## config.mk

```make
export PLATFORM = sky130hd
export DESIGN_NAME = fetch_unit
export DESIGN_NICKNAME = d
export VERILOG_FILES = /design/src/rtl/fetch_unit_pkg.sv /design/src/rtl/fetch_fifo.sv /design/src/rtl/fetch_unit.sv
export SDC_FILE = /design/constraint.sdc
export NUM_CORES = 1
export LEC_CHECK = 0
export CORE_MARGIN = 5
export CORE_UTILIZATION = 45
export DETAILED_ROUTE_END_ITERATION = 6
export GPL_TIMING_DRIVEN = 0
export PLACE_DENSITY = 0.77
export SLEW_MARGIN = 20
export SYNTH_ARGS = -nofsm -noshare
export SYNTH_HDL_FRONTEND = slang
export SYNTH_SLANG_ARGS = --single-unit
```

## constraint.sdc

```tcl
create_clock -name clock -period 3.5 [get_ports clock]
set_input_delay 0.525 -clock clock [delete_from_list [all_inputs] [get_ports clock]]
set_output_delay 0.525 -clock clock [all_outputs]
set_load 0.03 [all_outputs]
```

## src/rtl/fetch_unit_pkg.sv

```systemverilog
// Shared CPU constants used by the fetch path and the rest of the core.
package fetch_unit_pkg;

  localparam int          INSTR_WIDTH  = 32;
  localparam logic [31:0] RESET_PC_DEF = 32'h0000_0000;
  localparam logic [31:0] NOP_INSTR    = 32'h0000_0013;  // addi x0, x0, 0

  // Memory map regions
  localparam logic [31:0] MEM_ROM = 32'h0000_0000;
  localparam logic [31:0] MEM_RAM = 32'h8000_0000;

endpackage

```

## src/rtl/fetch_fifo.sv

```systemverilog
// Show-ahead prefetch buffer: head entry is visible while not empty; a flush
// empties it in one cycle and wins over any push/pop in the same cycle.
module fetch_fifo #(
  parameter  int WIDTH = 64,
  parameter  int DEPTH = 4,
  localparam int AW    = $clog2(DEPTH),
  localparam int CW    = $clog2(DEPTH + 1)
) (
  input  logic             clock,
  input  logic             reset_n,
  input  logic             flush,
  input  logic             push,
  input  logic [WIDTH-1:0] push_data,
  input  logic             pop,
  output logic [WIDTH-1:0] pop_data,
  output logic             full,
  output logic             empty,
  output logic [CW-1:0]    count
);

  logic [WIDTH-1:0] mem [DEPTH];
  logic [AW-1:0]    wr_ptr;
  logic [AW-1:0]    rd_ptr;
  logic             do_push;
  logic             do_pop;

  assign empty    = (count == '0);
  assign full     = (count == CW'(DEPTH));
  assign do_pop   = pop && !empty;
  // A full buffer still takes a push when the head leaves in the same cycle
  assign do_push  = push && (!full || do_pop);
  // Empty buffer presents zeros so the decode-side outputs read 0 after reset
  assign pop_data = empty ? '0 : mem[rd_ptr];

  // Storage write; contents are don't-care until pointed at by rd_ptr
  always_ff @(posedge clock) begin
    if (do_push) mem[wr_ptr] <= push_data;
  end

  // Pointer and occupancy tracking; pointers wrap since DEPTH is a power of two
  always_ff @(posedge clock) begin
    if (!reset_n || flush) begin
      wr_ptr <= '0;
      rd_ptr <= '0;
      count  <= '0;
    end else begin
      if (do_push) wr_ptr <= wr_ptr + AW'(1);
      if (do_pop)  rd_ptr <= rd_ptr + AW'(1);
      count <= count + CW'(do_push) - CW'(do_pop);
    end
  end

endmodule

```

## src/rtl/fetch_unit.sv

```systemverilog
// Instruction fetch: issues sequential word fetches under a credit limit,
// buffers in-order responses with their PCs, and handles redirects by
// flushing the buffer and discarding responses of requests already in flight.
module fetch_unit
  import fetch_unit_pkg::*;
#(
  parameter int              XLEN     = 32,
  parameter int              DEPTH    = 4,
  parameter logic [XLEN-1:0] RESET_PC = XLEN'(RESET_PC_DEF)
) (
  input  logic                   clock,
  input  logic                   reset_n,
  output logic                   imem_req_valid,
  input  logic                   imem_req_ready,
  output logic [XLEN-1:0]        imem_req_addr,
  input  logic                   imem_resp_valid,
  input  logic [INSTR_WIDTH-1:0] imem_resp_data,
  input  logic                   redirect_valid,
  input  logic [XLEN-1:0]        redirect_pc,
  output logic                   id_valid,
  input  logic                   id_ready,
  output logic [INSTR_WIDTH-1:0] id_instruction,
  output logic [XLEN-1:0]        id_pc
);

  localparam int CW = $clog2(DEPTH + 1);
  localparam int FW = XLEN + INSTR_WIDTH;

  logic [XLEN-1:0] fetch_pc;     // address of the next request
  logic [XLEN-1:0] resp_pc;      // PC of the next live (non-dropped) response
  logic [CW-1:0]   outstanding;  // accepted requests not yet answered
  logic [CW-1:0]   drop_count;   // of those, how many belong to a dead path
  logic [CW-1:0]   buf_count;
  logic            buf_full;
  logic            buf_empty;
  logic [FW-1:0]   head;
  logic            req_fire;
  logic            resp_live;
  logic            push;
  logic [CW-1:0]   out_next;
  logic [XLEN-1:0] redirect_target;
  logic            unused_bits;

  assign redirect_target = {redirect_pc[XLEN-1:2], 2'b00};

  // Credit: every request in flight must be guaranteed a buffer slot
  assign imem_req_valid = reset_n &&
                          (({1'b0, outstanding} + {1'b0, buf_count}) < (CW+1)'(DEPTH));
  assign imem_req_addr  = fetch_pc;
  assign req_fire       = imem_req_valid && imem_req_ready;

  // Responses with nothing outstanding are spurious and leave state untouched
  assign resp_live = imem_resp_valid && (outstanding != '0);
  assign out_next  = outstanding + CW'(req_fire) - CW'(resp_live);
  assign push      = resp_live && (drop_count == '0) && !redirect_valid;

  assign id_valid       = !buf_empty;
  assign id_pc          = head[FW-1:INSTR_WIDTH];
  assign id_instruction = head[INSTR_WIDTH-1:0];

  assign unused_bits = ^{redirect_pc[1:0], buf_full};

  fetch_fifo #(
    .WIDTH (FW),
    .DEPTH (DEPTH)
  ) u_fifo (
    .clock     (clock),
    .reset_n   (reset_n),
    .flush     (redirect_valid),
    .push      (push),
    .push_data ({resp_pc, imem_resp_data}),
    .pop       (id_ready),
    .pop_data  (head),
    .full      (buf_full),
    .empty     (buf_empty),
    .count     (buf_count)
  );

  // Fetch PC, in-flight accounting and stale-response discard on redirect
  always_ff @(posedge clock) begin
    if (!reset_n) begin
      fetch_pc    <= {RESET_PC[XLEN-1:2], 2'b00};
      resp_pc     <= {RESET_PC[XLEN-1:2], 2'b00};
      outstanding <= '0;
      drop_count  <= '0;
    end else begin
      outstanding <= out_next;
      if (redirect_valid) begin
        // Everything still in flight after this edge (including a request
        // accepted right now) belongs to the old path
        fetch_pc   <= redirect_target;
        resp_pc    <= redirect_target;
        drop_count <= out_next;
      end else begin
        if (req_fire)                          fetch_pc   <= fetch_pc + XLEN'(4);
        if (resp_live && drop_count != '0)     drop_count <= drop_count - CW'(1);
        if (push)                              resp_pc    <= resp_pc + XLEN'(4);
      end
    end
  end

endmodule

```

-- After elaboration in Yosys (flattened, before gate mapping)
Memories as Yosys holds them, arrays and structs flattened. A register that Yosys moved wholly into a read port is not among the register bits.
Cells that the tools add are included.
- flip-flop bits (word level): 77
- latch bits: 0
- RAM bits: 256
- ROM bits: 0
- output and inout bits: 98
- logic and storage cells: 56
- memories: 1
- add/sub/neg operators: 10
- multipliers: 0
- divide/modulo/power cells: 0
- $lt $le $gt $ge: 1
- eq/ne operators: 1
- shift-type cells: 0
- muxes and demuxes: 11
- bitwise operators: 1
- reduce and logical (&&, ||, !) cells: 22
- memory list (memory ; depth ; bits a word ; rd ports ; clocked after memory_dff ; wr ports ; RTL line ; RTL):
    u_fifo.mem ; 4 ; 64 ; 1 ; 1 ; 1 ; fetch_fifo.sv:21 ; logic [WIDTH-1:0] mem [DEPTH];
- operator list (operator ; number):
    $mux W32 ; 4
    $add A32 B3 Y32 const B ; 2
    $mux W64 ; 1
    $logic_and A1 B1 Y1 ; 8
    $add A3 B1 Y3 ; 2
    $logic_not A3 Y1 ; 2
    $mux W3 ; 2
    $reduce_bool A2 Y1 ; 3
    $reduce_bool A3 Y1 ; 2
    $sub A3 B1 Y3 ; 2
    $add A2 B1 Y2 const B ; 2
    $add A3 B3 Y4 ; 1
    $logic_not A1 Y1 ; 4
    $lt A4 B3 Y1 const B ; 1
    $mux W2 ; 2
    $eq A3 B3 Y1 const B ; 1
    $sub A3 B1 Y3 const B ; 1
    $logic_or A1 B1 Y1 ; 2
    $mux W1 ; 2
    $reduce_or A2 Y1 ; 1
    $not A1 Y1 ; 1

-- Logic depth before layout (Yosys ltp)
Gate-level depths: netlist of run 1.
- depth in word-level cells: 7
- mapped depth: 11
- gate-level depth less buffers: 11

-- By module
A second synthesis of run 1 with hierarchy kept.
- cell total of the unflattened synthesis: 885
- area, all modules: 13715.7 µm²
- by module, submodules not included (module ; instances ; cells each ; area an instance (µm²) ; seq. area each (µm²)):
    fetch_fifo ; 1 ; 459 ; 10177.3 ; 7867.5
    fetch_unit ; 1 ; 426 ; 3538.4 ; 1321.3

-- Least setup slack after synthesis of run 1
No wires, ideal clock.
- path type: reg-to-reg
- start: register drop_count[0]
- end: memory u_fifo.mem[1][0], enable pin
- arrival: 2838 ps
- path slack: 235 ps
- cell stages (with the launch flop): 7
- cells stage by stage: dfxtp_1 > inv_1 > ha_1 > nand2b_1 > clkbuf_1 > nor4_2 > and2_1
- cells in the longest elaborated chain, start to end: 6
- ends and longest elaborated chain (element ; RTL line ; RTL):
    start, declared ; fetch_unit.sv:32 ; logic [CW-1:0] drop_count;
    start signal, assigned ; fetch_unit.sv:93 ; drop_count <= out_next;
    start signal, assigned ; fetch_unit.sv:96 ; if (resp_live && drop_count != '0) drop_count <= drop_count - CW'(1);
    $logic_not A3 Y1 ; fetch_unit.sv:55 ; assign push = resp_live && (drop_count == '0) && !redirect_valid;
    $logic_and A1 B1 Y1 (2 in series) ; fetch_unit.sv:55 ;
    $logic_and A1 B1 Y1 ; fetch_fifo.sv:31 ; assign do_push = push && (!full || do_pop);
    net u_fifo.do_push ; fetch_fifo.sv:24 ; logic do_push;
    $mux W1 ; fetch_fifo.sv:37 ; if (do_push) mem[wr_ptr] <= push_data;
    $mux W1 (implied by the code) ; fetch_fifo.sv:37 ;
    end, declared ; fetch_fifo.sv:21 ;
The timed path passes the listed nets, and every way through them passes these cells.

==> qor.yml, run 1 <==
reg2reg_from: "outstanding[1]"
p_per_area_nw_per_um2: 551
criticalPathCategory: "flop to output pin"
initial_core_util: 0.453
nNetsFinal: 1218
max_cap_violations: 0
fill_cells: 2375
syn_inst: 929
top_usage_layer: "met2"
cts_tree: "built"
layout-drive-gt1-share: 0.134
synth_warnings: 0
ys_seq_area_frac: 0.651
die_h_um: 185
rsz0062_at_grt: "false"
numCtsBuffers: 35
synth-edff-count: 248
finish.instance_area_sq_um: 17100
met2_usage: 0.309
setup_viol: 0
antenna_cells: 0
leakagePower_nw: 5.49
grt_pass1_wl_um: 50800
crit_path_end_kind: "output pin"
total_power_mw: 9.42
cts_root_buffer: "clkbuf_16"
worstMarginPinSlew_ns: 0.857
viasPerCell: 5.78
yosysUniqueCellTypes: 61
grt.total_usage: 0.190
ir_drop_uv: 285
synth-async-reset-ratio: 0
h-tree-depth: 2
die_x_um: 185
cts.clk_slew.worst_paths_ns: 0.06
clockBufferDepth: 3
ys_top_cells_by_area: "edfxtp_1 (54%), dfxtp_1 (11%), mux4_2 (10%), and2_1 (3.2%), o21ai_0 (1.5%)"
dr.first_iter.drc_count: 732
first_pass_iters: 6
hp-start: "imem_req_addr[25]"
die-area_sq_um: 34100
dp_hpwl_um: 21900
avgSynthCellArea_sq_um: 14.8
io_pins: 168
finalHoldViolCount: 0
cts_setup_buffers: 0
grt_pass1_vias: 9038
fin_crit_ns: 3.31
required_ns: 2.97
ys_ff_latch: 323
area_growth_pct: 24.3
grt_util_met3: 0.0367
slew_viol_final: 0
postPlaceCellArea_sq_um: 16000
critPathArrivalTime_ns: 2.78
postCtsHoldBufs: 0
timing.slew.headroom: 0.424
max_freq_ghz: 0.302
finClkSkew_ns: 0.0226
gp_congestion: 0.935
path_max_fanout: 10
grt_util_met1: 0.270
min_period_over_period: 0.945
synth_top_area_frac: 0.542
io_buffers: 161
rows: 64
coreArea_sq_um: 30300
ant_nets: 0
outcome: "complete, no violations"
start_kind: "flop"
hold_path.class: "flop to flop"
vias: 8970
avgRoutedWirePerCell_um: 21.1
synth_largest_area_cell: "edfxtp_1"
antenna_found_initial: 0
grt_max_degree: 47
cts.sinks: 323
wl_um: 32700
grt_overflow_total: 0
synthFlopType: "edfxtp_1"
netlist_area_sq_um: 13700
drc: 0
clk_latency_ns: 0.51
[where the power goes]
part | switching, mW | internal (mW)
Combinational | 0.821 | 0.628
Clock | 1.44 | 2.05
Sequential | 0.150 | 4.33
Total | 2.41 | 7.00
[repair_timing]
action / CTS / global route
gates resized for setup: 9 / 5
cloned: 0 / 0
pin swaps: 0 / 0
endpoints found under the setup margin: 60 / 33
[flip-flops by register name, summed over array words and instances (netlist names), named ones only]
name	count
u_fifo.mem	248
u_fifo.rd_ptr	2
outstanding	3
drop_count	3
imem_req_addr	30
u_fifo.count	3
resp_pc	30
u_fifo.wr_ptr	2
[cell usage in the layout, fill, tap and decap left out, types with 6 or more instances in the layout]
| cell type | Yosys | final |
|---|---|---|
| clkinv_1 | 1 | 7 |
| clkdlybuf4s50_1 | 0 | 161 |
| and3_1 | 15 | 15 |
| or3_1 | 13 | 12 |
| dfxtp_1 | 75 | 74 |
| nor2_1 | 32 | 32 |
| nor4_1 | 15 | 14 |
| inv_1 | 16 | 16 |
| o311ai_0 | 6 | 6 |
| clkbuf_1 | 39 | 36 |
| nor3_1 | 24 | 24 |
| a21oi_1 | 21 | 21 |
| nand4_1 | 21 | 21 |
| and2_1 | 71 | 67 |
| edfxtp_1 | 248 | 248 |
| and4_1 | 17 | 17 |
| nand2_1 | 31 | 31 |
| buf_4 | 4 | 6 |
| o21ai_0 | 40 | 40 |
| o31ai_1 | 9 | 9 |
| xnor2_1 | 13 | 13 |
| clkbuf_16 | 0 | 36 |
| a211oi_1 | 22 | 22 |
| a31oi_1 | 15 | 15 |
| or4_1 | 11 | 11 |
| mux4_2 | 62 | 62 |
| nand3_1 | 21 | 21 |
| nor4b_1 | 7 | 7 |
| ha_1 | 14 | 14 |
| clkbuf_2 | 0 | 6 |
[stage by stage]
stage | hold WS [ns] | utilization | TNS (ns) | setup WS [ns] | instances
floorplan | 0.485 | - | 0 | 0.235 | 932
global route | 0.574 | 0.563 | 0 | 0.0369 | 1551
finish | 0.548 | 0.563 | 0 | 0.192 | 1551
global placement | 0.514 | 0.522 | -422.66 | -1.73 | 1489
CTS | 0.544 | 0.562 | 0 | 0.0109 | 1551
detailed placement | 0.518 | 0.526 | 0 | 0.00652 | 1493
[layout make-up]
cell class | instances | area [sq um] | area share
buffer | 52 | 251 | 0.0147
clock buffer | 42 | 933 | 0.0547
clock inverter | 18 | 148 | 0.00864
inverter | 17 | 63.8 | 0.00374
multi-input combinational | 538 | 4520 | 0.264
sequential | 323 | 8950 | 0.524
tap | 396 | 495 | 0.0290
timing repair buffer | 165 | 1720 | 0.101
[cell families after synthesis]
logic type,count (synthesis),synth area share
buf+inv,71,0.0219
compound gates,130,0.0608
xor+xnor,17,0.0119
flops,323,0.651
other cells,1,0.000273
mux,65,0.104
fa+ha+maj,16,0.0157
simple gates,306,0.134
[Yosys cell counts (3+ instances only)]
cell type,number
xnor2_1,13
or3_1,13
a211oi_1,22
or4_1,11
nand3_1,21
o31ai_1,9
nand2_1,31
o21ai_0,40
nor2b_1,5
nor2_1,32
a311oi_1,3
buf_2,9
o311ai_0,6
inv_1,16
nor3_1,24
edfxtp_1,248
a31oi_1,15
mux2i_1,3
dfxtp_1,75
ha_1,14
xor2_1,3
and4_1,17
nor3b_1,4
nor4b_1,7
mux4_2,62
nor4_1,15
a21oi_1,21
nand2b_1,5
clkbuf_1,39
and2_1,71
nand4_1,21
buf_4,4
and3_1,15
[metal layers]
layer | wire length, um | part of all wire | vias up
met5 | 0 | 0 | -
met4 | 522 | 0.016 | 0
met3 | 2590 | 0.079 | 47
met2 | 15500 | 0.47 | 386
met1 | 14100 | 0.43 | 4455
li1 | - | - | 4082
[path summary, 6_finish.rpt]
check | endpoint | slack [ns] | cells past startpoint
max | id_pc[13] | 0.19 | 5
min reg2reg | imem_req_addr[25] | 0.55 | 1
min | imem_req_addr[25] | 0.55 | 1
max reg2reg | drop_count[2] | 0.45 | 10
[worst max-delay path: stages (launching register included)]
cell and delay [ns]:
dfxtp_1 0.30, clkbuf_1 0.41, clkbuf_2 0.40, mux4_2 0.36
and2_1 0.18, clkdlybuf4s50_1 0.63
Note: power is estimated with default switching activity, not from simulation.
==> inputs of run 2 (changes only) <==
--- a/config.mk
+++ b/config.mk
@@ -5,7 +5,7 @@
 export SDC_FILE = /design/constraint.sdc
 export NUM_CORES = 1
 export LEC_CHECK = 0
-export CORE_MARGIN = 5
+export ABC_AREA = 1
 export CORE_UTILIZATION = 45
 export DETAILED_ROUTE_END_ITERATION = 6
 export GPL_TIMING_DRIVEN = 0
==> qor.yml, run 2 <==
worstMarginPinSlew_ns: 0.756
initial_core_util: 0.456
synth-async-reset-ratio: 0
ant_nets: 0
drc: 0
fill_cells: 2696
numCtsBuffers: 35
crit_path_end_kind: "output pin"
avgRoutedWirePerCell_um: 17.6
setup_viol: 0
cp_slowest_cell: "clkdlybuf4s50_1"
fin_crit_ns: 3.41
final_cell_mix: "nor2_1 (350), nand2_1 (251), edfxtp_1 (248), o21ai_0 (176), clkdlybuf4s50_1 (144)"
ys_top_cells_by_area: "edfxtp_1 (50%), dfxtp_1 (10%), nor2_1 (9.0%), nand2_1 (6.4%), o21ai_0 (6.0%)"
max_freq_ghz: 0.293
grt_overflow_total: 0
p_per_area_nw_per_um2: 531
timing.slew.headroom: 0.495
grt_pass1_wl_um: 61900
rsz0062_at_grt: "true"
postCtsHoldBufs: 0
cts_tree: "built"
synth_warnings: 0
area_growth_pct: 24.6
nNetsFinal: 1896
min_period_over_period: 0.974
die_h_um: 183
setup_tns_ns: 0
critPathArrivalTime_ns: 2.88
rows: 66
ir_drop_uv: 299
largest_reg_flops: 248
synthFlopType: "edfxtp_1"
clockBufferDepth: 3
dr.first_iter.drc_count: 1122
finalHoldViolCount: 0
cpPeakStageDelay_ns: 0.63
clk_latency_ns: 0.52
grt_pass1_vias: 11500
dp_hpwl_um: 27700
slew_viol_final: 0
layout-drive-gt1-share: 0.0736
die-area_sq_um: 33600
final_cells: 2276
io_pins: 168
cts.clk_slew.worst_paths_ns: 0.06
yosysUniqueCellTypes: 35
gp_congestion: 0.971
antenna_cells: 0
max_cap_violations: 0
avgSynthCellArea_sq_um: 9.25
postPlaceCellArea_sq_um: 17200
first_pass_iters: 7
finish.instance_area_sq_um: 18400
syn_inst: 1600
vias: 12200
synth-edff-count: 248
coreArea_sq_um: 32500
cts.sinks: 323
h-tree-depth: 2
outcome: "complete, no violations"
cts_root_buffer: "clkbuf_16"
wl_um: 40100
path_cells: "inv_1 -> nand2_1 -> nor2_2 -> clkbuf_1 -> a21oi_1 -> clkdlybuf4s50_1"
viasPerCell: 5.35
hold_path.class: "input pin to flop"
ys_ff_latch: 323
antenna_found_initial: 0
grt_max_degree: 25
leakagePower_nw: 6.85
synth_top_area_frac: 0.503
netlist_area_sq_um: 14800
grt.total_usage: 0.237
criticalPathCategory: "flop to output pin"
yosysMostFrequentCell: "nor2_1"
path_max_fanout: 10
start_kind: "flop"
fin_util: 0.568
synth_largest_area_cell: "edfxtp_1"
dp_cells: 2215
die_x_um: 183
ys_seq_area_frac: 0.605
required_ns: 2.97
top_register: "u_fifo.mem"
io_buffers: 160
synth_common_cells: "nor2_1 (354), nand2_1 (251), edfxtp_1 (248), o21ai_0 (176), inv_1 (127)"
finClkSkew_ns: 0.0158
final_common_cell: "nor2_1"
==> run 2: layer usage <==
metal  vias to the layer above  track usage  share of wire
li1                       5776            -              -
met1                      5669        0.306           0.40
met2                       640        0.402           0.48
met3                        93       0.0397          0.094
met4                         0       0.0860          0.031
met5                         -            0              0
==> run 2: layout make-up <==
type	count	area, sq um	area share
clock buffers	42	902	0.0490
clock inverters	19	254	0.0138
repair buffers	170	1870	0.102
flip-flops and latches	323	8950	0.486
well taps	442	553	0.0300
plain buffers	72	350	0.0190
inverters	131	499	0.0271
multi-input cells	1077	5050	0.274
==> run 2: repair_timing <==
action / in CTS / in global routing
resized for setup: 4 / 25
endpoints found under the setup margin: 16 / 34
setup buffers: 0 / 0
==> run 2: cell families (layout without fill, tap and decap cells) <==
kind of cell | after synthesis | count (layout) | synth area share
other | 1 | 4 | 0.000253
buffers and inverters | 203 | 434 | 0.0568
xor gates and xnor gates | 15 | 15 | 0.00888
and+or+nand+nor | 736 | 736 | 0.209
adders and majority gates | 16 | 16 | 0.0145
AOI/OAI and AO/OA | 306 | 306 | 0.105
DFF | 323 | 323 | 0.605
==> run 2: worst paths after layout <==
path               startpoint                end  slack [ns]  cells past startpoint
max reg2reg     drop_count[0]  u_fifo.mem[2][26]        0.58                     10
max           u_fifo.count[1]          id_pc[11]        0.09                      6
min                   reset_n   imem_req_addr[3]        0.30                      3
min reg2reg  u_fifo.rd_ptr[1]   u_fifo.rd_ptr[1]        0.46                      2
==> run 2: worst max-delay path, delay by kind of cell, from the launching register on <==
kind,cells,cell delay [ns]
buf+inv,3,1.28
simple gates,2,0.57
compound gates,1,0.16
flops,1,0.34
==> run 2: where the power goes <==
group | switching (mW) | internal (mW) | leakage (nW)
registers | 0.168 | 4.34 | 2.87
logic | 1.00 | 0.548 | 3.42
clock network | 1.49 | 2.23 | 0.560
total | 2.66 | 7.12 | 6.85
==> run 2: per-stage QoR <==
step | setup WS (ns) | hold slack (ns) | total power [mW]
global placement | -3.33 | 0.455 | 6.06
floorplan | -0.761 | 0.436 | 5.48
finish | 0.0924 | 0.304 | 9.78
global route | -0.0492 | 0.304 | 10.1
CTS | 0.00610 | 0.294 | 9.81
detailed placement | 0.131 | 0.457 | 6.11
